**src/rtl/lsu_pkg.sv**
```systemverilog
// Shared definitions for the load/store unit: funct3 size codes, FSM states
// and response error causes.
package lsu_pkg;

  localparam logic [2:0] F3_B  = 3'b000;
  localparam logic [2:0] F3_H  = 3'b001;
  localparam logic [2:0] F3_W  = 3'b010;
  localparam logic [2:0] F3_BU = 3'b100;
  localparam logic [2:0] F3_HU = 3'b101;

  typedef enum logic {
    IDLE,
    RMW_WR
  } lsu_state_e;

  typedef enum logic [1:0] {
    CAUSE_NONE     = 2'd0,
    CAUSE_MISALIGN = 2'd1,
    CAUSE_FAULT    = 2'd2,
    CAUSE_ILLEGAL  = 2'd3
  } lsu_cause_e;

endpackage

```
**src/rtl/lsu_lane.sv**
```systemverilog
// Byte-lane helper: extracts and extends a sub-word load, and merges
// sub-word store data into a full memory word.
module lsu_lane
  import lsu_pkg::*;
(
  input  logic [31:0] word,
  input  logic [31:0] wdata,
  input  logic [1:0]  offset,
  input  logic [2:0]  funct3,
  output logic [31:0] load_data,
  output logic [31:0] merged
);

  logic [7:0]  byte_sel;
  logic [15:0] half_sel;

  always_comb begin
    case (offset)
      2'd0:    byte_sel = word[7:0];
      2'd1:    byte_sel = word[15:8];
      2'd2:    byte_sel = word[23:16];
      default: byte_sel = word[31:24];
    endcase
    half_sel = offset[1] ? word[31:16] : word[15:0];

    load_data = word;
    case (funct3)
      F3_B:    load_data = {{24{byte_sel[7]}}, byte_sel};
      F3_BU:   load_data = {24'b0, byte_sel};
      F3_H:    load_data = {{16{half_sel[15]}}, half_sel};
      F3_HU:   load_data = {16'b0, half_sel};
      default: load_data = word;
    endcase

    // Full-word stores bypass the merge entirely, so default passes wdata.
    merged = word;
    case (funct3)
      F3_B: begin
        case (offset)
          2'd0:    merged[7:0]   = wdata[7:0];
          2'd1:    merged[15:8]  = wdata[7:0];
          2'd2:    merged[23:16] = wdata[7:0];
          default: merged[31:24] = wdata[7:0];
        endcase
      end
      F3_H: begin
        if (offset[1]) merged[31:16] = wdata[15:0];
        else           merged[15:0]  = wdata[15:0];
      end
      default: merged = wdata;
    endcase
  end

endmodule

```
**src/rtl/load_store_unit.sv**
```systemverilog
// Memory-stage load/store unit: checks requests, extracts load lanes and
// performs sub-word stores as a read-modify-write on a word-only memory.
module load_store_unit
  import lsu_pkg::*;
#(
  parameter int MEM_WORDS = 256,
  parameter int XLEN      = 32
) (
  input  logic        clk,
  input  logic        rst,
  input  logic        req_valid,
  output logic        req_ready,
  input  logic        req_write,
  input  logic [2:0]  req_funct3,
  input  logic [31:0] req_addr,
  input  logic [31:0] req_wdata,
  output logic        resp_valid,
  output logic [31:0] resp_rdata,
  output logic        resp_err,
  output logic [1:0]  resp_cause,
  output logic [31:0] mem_addr,
  output logic [31:0] mem_wdata,
  output logic        mem_write,
  output logic        mem_read,
  input  logic [31:0] mem_rdata
);

  localparam logic [XLEN-1:0] MEM_LIMIT = XLEN'(MEM_WORDS * 4);

  lsu_state_e  state;
  lsu_cause_e  cause;
  logic [31:0] rmw_addr;
  logic [31:0] rmw_word;
  logic [31:0] load_data;
  logic [31:0] merged;
  logic        accept;
  logic        req_err;
  logic        is_word;

  // Checks in priority order: illegal funct3, then misalignment, then range.
  always_comb begin
    cause = CAUSE_NONE;
    if (req_write ? !(req_funct3 inside {F3_B, F3_H, F3_W})
                  : !(req_funct3 inside {F3_B, F3_H, F3_W, F3_BU, F3_HU}))
      cause = CAUSE_ILLEGAL;
    else if ((req_funct3[1:0] == 2'b01 && req_addr[0]) ||
             (req_funct3[1:0] == 2'b10 && req_addr[1:0] != 2'b00))
      cause = CAUSE_MISALIGN;
    else if (req_addr >= MEM_LIMIT)
      cause = CAUSE_FAULT;
  end

  assign req_ready = !rst && (state == IDLE);
  assign accept    = req_valid && req_ready;
  assign req_err   = (cause != CAUSE_NONE);
  assign is_word   = (req_funct3 == F3_W);

  assign mem_read  = accept && !req_err && !(req_write && is_word);
  assign mem_write = (!rst && state == RMW_WR) ||
                     (accept && !req_err && req_write && is_word);
  assign mem_addr  = (state == RMW_WR) ? rmw_addr : {req_addr[31:2], 2'b00};
  assign mem_wdata = (state == RMW_WR) ? rmw_word : req_wdata;

  lsu_lane u_lane (
    .word      (mem_rdata),
    .wdata     (req_wdata),
    .offset    (req_addr[1:0]),
    .funct3    (req_funct3),
    .load_data (load_data),
    .merged    (merged)
  );

  always_ff @(posedge clk) begin
    if (rst) begin
      state      <= IDLE;
      resp_valid <= 1'b0;
      resp_rdata <= '0;
      resp_err   <= 1'b0;
      resp_cause <= CAUSE_NONE;
      rmw_addr   <= '0;
      rmw_word   <= '0;
    end else begin
      resp_valid <= 1'b0;
      case (state)
        IDLE: begin
          if (accept) begin
            if (req_err) begin
              resp_valid <= 1'b1;
              resp_rdata <= '0;
              resp_err   <= 1'b1;
              resp_cause <= cause;
            end else if (req_write && !is_word) begin
              rmw_addr <= {req_addr[31:2], 2'b00};
              rmw_word <= merged;
              state    <= RMW_WR;
            end else begin
              resp_valid <= 1'b1;
              resp_rdata <= req_write ? '0 : load_data;
              resp_err   <= 1'b0;
              resp_cause <= CAUSE_NONE;
            end
          end
        end
        RMW_WR: begin
          state      <= IDLE;
          resp_valid <= 1'b1;
          resp_rdata <= '0;
          resp_err   <= 1'b0;
          resp_cause <= CAUSE_NONE;
        end
        default: state <= IDLE;
      endcase
    end
  end

endmodule

```
**config.mk**
```make
export PLATFORM = sky130hd
export DESIGN_NAME = load_store_unit
export DESIGN_NICKNAME = d
export VERILOG_FILES = /design/src/rtl/lsu_pkg.sv /design/src/rtl/lsu_lane.sv /design/src/rtl/load_store_unit.sv
export SDC_FILE = /design/constraint.sdc
export NUM_CORES = 1
export LEC_CHECK = 0
export CORE_MARGIN = 1
export CORE_UTILIZATION = 41
export DETAILED_ROUTE_END_ITERATION = 8
export MAX_ROUTING_LAYER = met4
export PLACE_DENSITY = 0.87
export SYNTH_ARGS = -nofsm -noshare
export SYNTH_HDL_FRONTEND = slang
export SYNTH_SLANG_ARGS = --single-unit
```
**constraint.sdc**
```tcl
create_clock -name clk -period 2.57 [get_ports clk]
set_input_delay 0.6425 -clock clk [delete_from_list [all_inputs] [get_ports clk]]
set_output_delay 0.6425 -clock clk [all_outputs]
set_load 0.1 [all_outputs]
```
==> results.cfg <==
[logic_synthesis]
syn-cell-area_sq_mm = 0.00556
synthArstFlopShare_pct = 0
ys_seq_area_share_pct = 35.7
syn_area_per_cell_sq_um = 8.70
synth_top_area_cell = dfxtp_1
ys_types = 57
yosys_most_used_dff = dfxtp_1
synth_area_leaders = dfxtp_1 (36%), mux2_2 (14%), nand2_1 (7.2%), a21oi_1 (3.9%), o2bb2ai_1 (3.3%)
ys_seq_elements = 99
synth_top_area_share_pct = 35.7
yosys_warnings = 0
synthCells = 639
synth_edf_count = 0

[clock_tree]
clock_path_buffers = 2
cts_tree = built
clk_latency_ns = 0.35
cts_hold_buf = 0
cts-buffers-inserted = 9
clock_sinks = 99
htree_levels = 3
root_buffer = clkbuf_16
clkTransAtPathRegs_ns = 0.06

[drt]
first_pass_iters = 5
via_count = 5938
post-route-drc-count = 0
vias_per_cell = 5.70
routed_wl_um = 19800
first_iter_violations = 679
wire_per_inst_um = 19.1
antenna_left = 0

[sta]
tightest_slew_ns = 0.675
rsz0062_at_grt = true
skew_ns = 0.0122
fin_ws_ns = -0.0344
setup_viol = 2
slew-limit-headroom_pct = 54.7
fmax_mhz = 384
fin_crit_ns = 2.60
slew_viol_final = 0
hold_viol = 0
period_share_pct = 101

[floorplanning]
io_pins = 206
chipWidth_um = 118
core_sq_mm = 0.0132
start_util_pct = 42.0
fp.dieArea_sq_mm = 0.0140
num_rows = 42
die_h_um = 118

[grt]
grt_max_degree = 52
gr-usage-all-layers_pct = 28.5
grt_pass1_vias = 5707
grt_overflow_total = 0
grt_pass1_wl_um = 30600
antenna_found_initial = 1

[setup_path]
crit_chain = buf_2 -> nor4_4 -> nand4_4 -> nor3_4 -> nand3_2 -> a21oi_4 -> buf_12
crit_path_start_kind = input pin
crit_slowest_cell = nor4_4
slowest_delay_ns = 0.30
worst_ep_required_time_ns = 1.93
cp_max_fo = 3
worst-path-buf-inv = 2
crit_family = simple AND/OR/NAND/NOR gates
worstPathArrival_ns = 1.96
path_class = input pin to primary output
endpoint_kind = primary output

[place]
place_ws_ns = -0.507
portBuffers = 203
place_congestion = 0.920
place_area_sq_mm = 0.00867
hpwlAfterDp_um = 14600

[final_layout]
nets = 962
design_area_sq_mm = 0.00898
finish.utilization_pct = 67.8
syn_to_final_growth_pct = 61.7
final_layout_size_suffix_gt1_share_pct = 35.1

[status]
outcome = finished, violations left
violations = negative setup slack

[pwr]
p_leak_nw = 3.53
ir_drop_v = 0.000272
p_per_area_mw_per_mm2 = 473

[hold_path]
hold_class = flop to flop

[flow_run]
max_cap_violations = 0
-- cell usage in the layout (no fill, tap or decap), types with 9 or more instances in the layout --
master | netlist | final
a21oi_1 | 43 | 42
nor3_1 | 11 | 9
clkdlybuf4s50_1 | 0 | 73
a22o_1 | 13 | 13
buf_4 | 2 | 93
and2_1 | 25 | 25
mux2_2 | 70 | 70
nand3_1 | 15 | 14
nand2_1 | 107 | 105
nor2_1 | 19 | 17
clkbuf_16 | 0 | 9
nor2b_1 | 21 | 21
dfxtp_1 | 99 | 98
o2bb2ai_1 | 21 | 21
buf_12 | 0 | 69
inv_1 | 15 | 14
buf_2 | 13 | 14
-- power by group --
group	leakage (nW)	switching, mW	internal (mW)	total, mW
sequential	0.799	0.00413	1.54	1.54
combinational	2.59	0.819	0.521	1.34
clock	0.139	0.587	0.781	1.37
-- Yosys cell counts (all sizes together) (4+ instances only) --
cell type,number
nand2,107
dfxtp,99
mux2,70
a21oi,43
clkbuf,36
and2,25
buf,21
nor2b,21
o2bb2ai,21
nor2,20
o21ai,16
inv,15
nand3,15
a22o,13
nor3,11
nor4,9
a311o,8
o211ai,8
a22oi,7
o221ai,7
a221oi,6
a2bb2oi,6
mux2i,6
a31oi,5
nand3b,5
o22ai,5
nand4,4
or2,4
-- path summary, 6_finish.rpt --
path	from	to	slack [ns]	depth (start not counted)
max	req_addr[12]	mem_write	-0.03	7
min	rmw_addr[16]	rmw_addr[16]	0.45	1
max reg2reg	state	rmw_word[19]	0.60	7
min reg2reg	rmw_addr[16]	rmw_addr[16]	0.45	1
-- routing by layer --
metal	wire [um]	GRT usage (%)
met1	8300	36.3
met2	9130	44.8
met3	1700	5.12
met4	721	11.7
met5	0	-
-- cell families after synthesis --
kind of cell           count (synthesis)  share of synthesized area [%]
AND/OR/NAND/NOR                      228                           21.9
other                                  1                         0.0675
buffers and inverters                 72                           5.43
multiplexers                          77                           15.7
AO/OA/AOI/OAI                        162                           21.2
flip-flops                            99                           35.7
-- state kept, by name (all words and copies together), names as in the netlist --
signal	cells
resp_rdata	32
resp_valid	1
rmw_addr	30
resp_err	1
state	1
resp_cause	2
rmw_word	32
-- layout make-up --
type / instances / area, sq um
Fill cell: 1000 / 4260
Multi-Input combinational cell: 469 / 3360
Timing Repair Buffer: 265 / 3060
Sequential cell: 99 / 1980
Clock buffer: 12 / 246
Tap cell: 176 / 220
Inverter: 15 / 60.1
Clock inverter: 4 / 50.0
Antenna cell: 1 / 2.50
-- stage by stage --
stage	cells	setup TNS [ns]	hold slack, ns	total power [mW]
2_1_floorplan	640	-2.08	0.424	2.33
3_3_place_gp	1020	-32.75	0.435	2.89
3_5_place_dp	1020	-36.28	0.440	2.91
4_1_cts	1037	-0.0862	0.454	4.27
5_1_grt	1041	-0.168	0.473	4.39
6_report	1041	-0.0561	0.451	4.25
-- what timing repair did --
item | 4_1_cts | 5_1_grt
pin swaps | 14 | 6
setup buffers | 1 | 3
endpoints found under the setup margin | 53 | 2
gates resized for setup | 112 | 8
cloned | 0 | 0
Power figures use the tool's default switching activity.
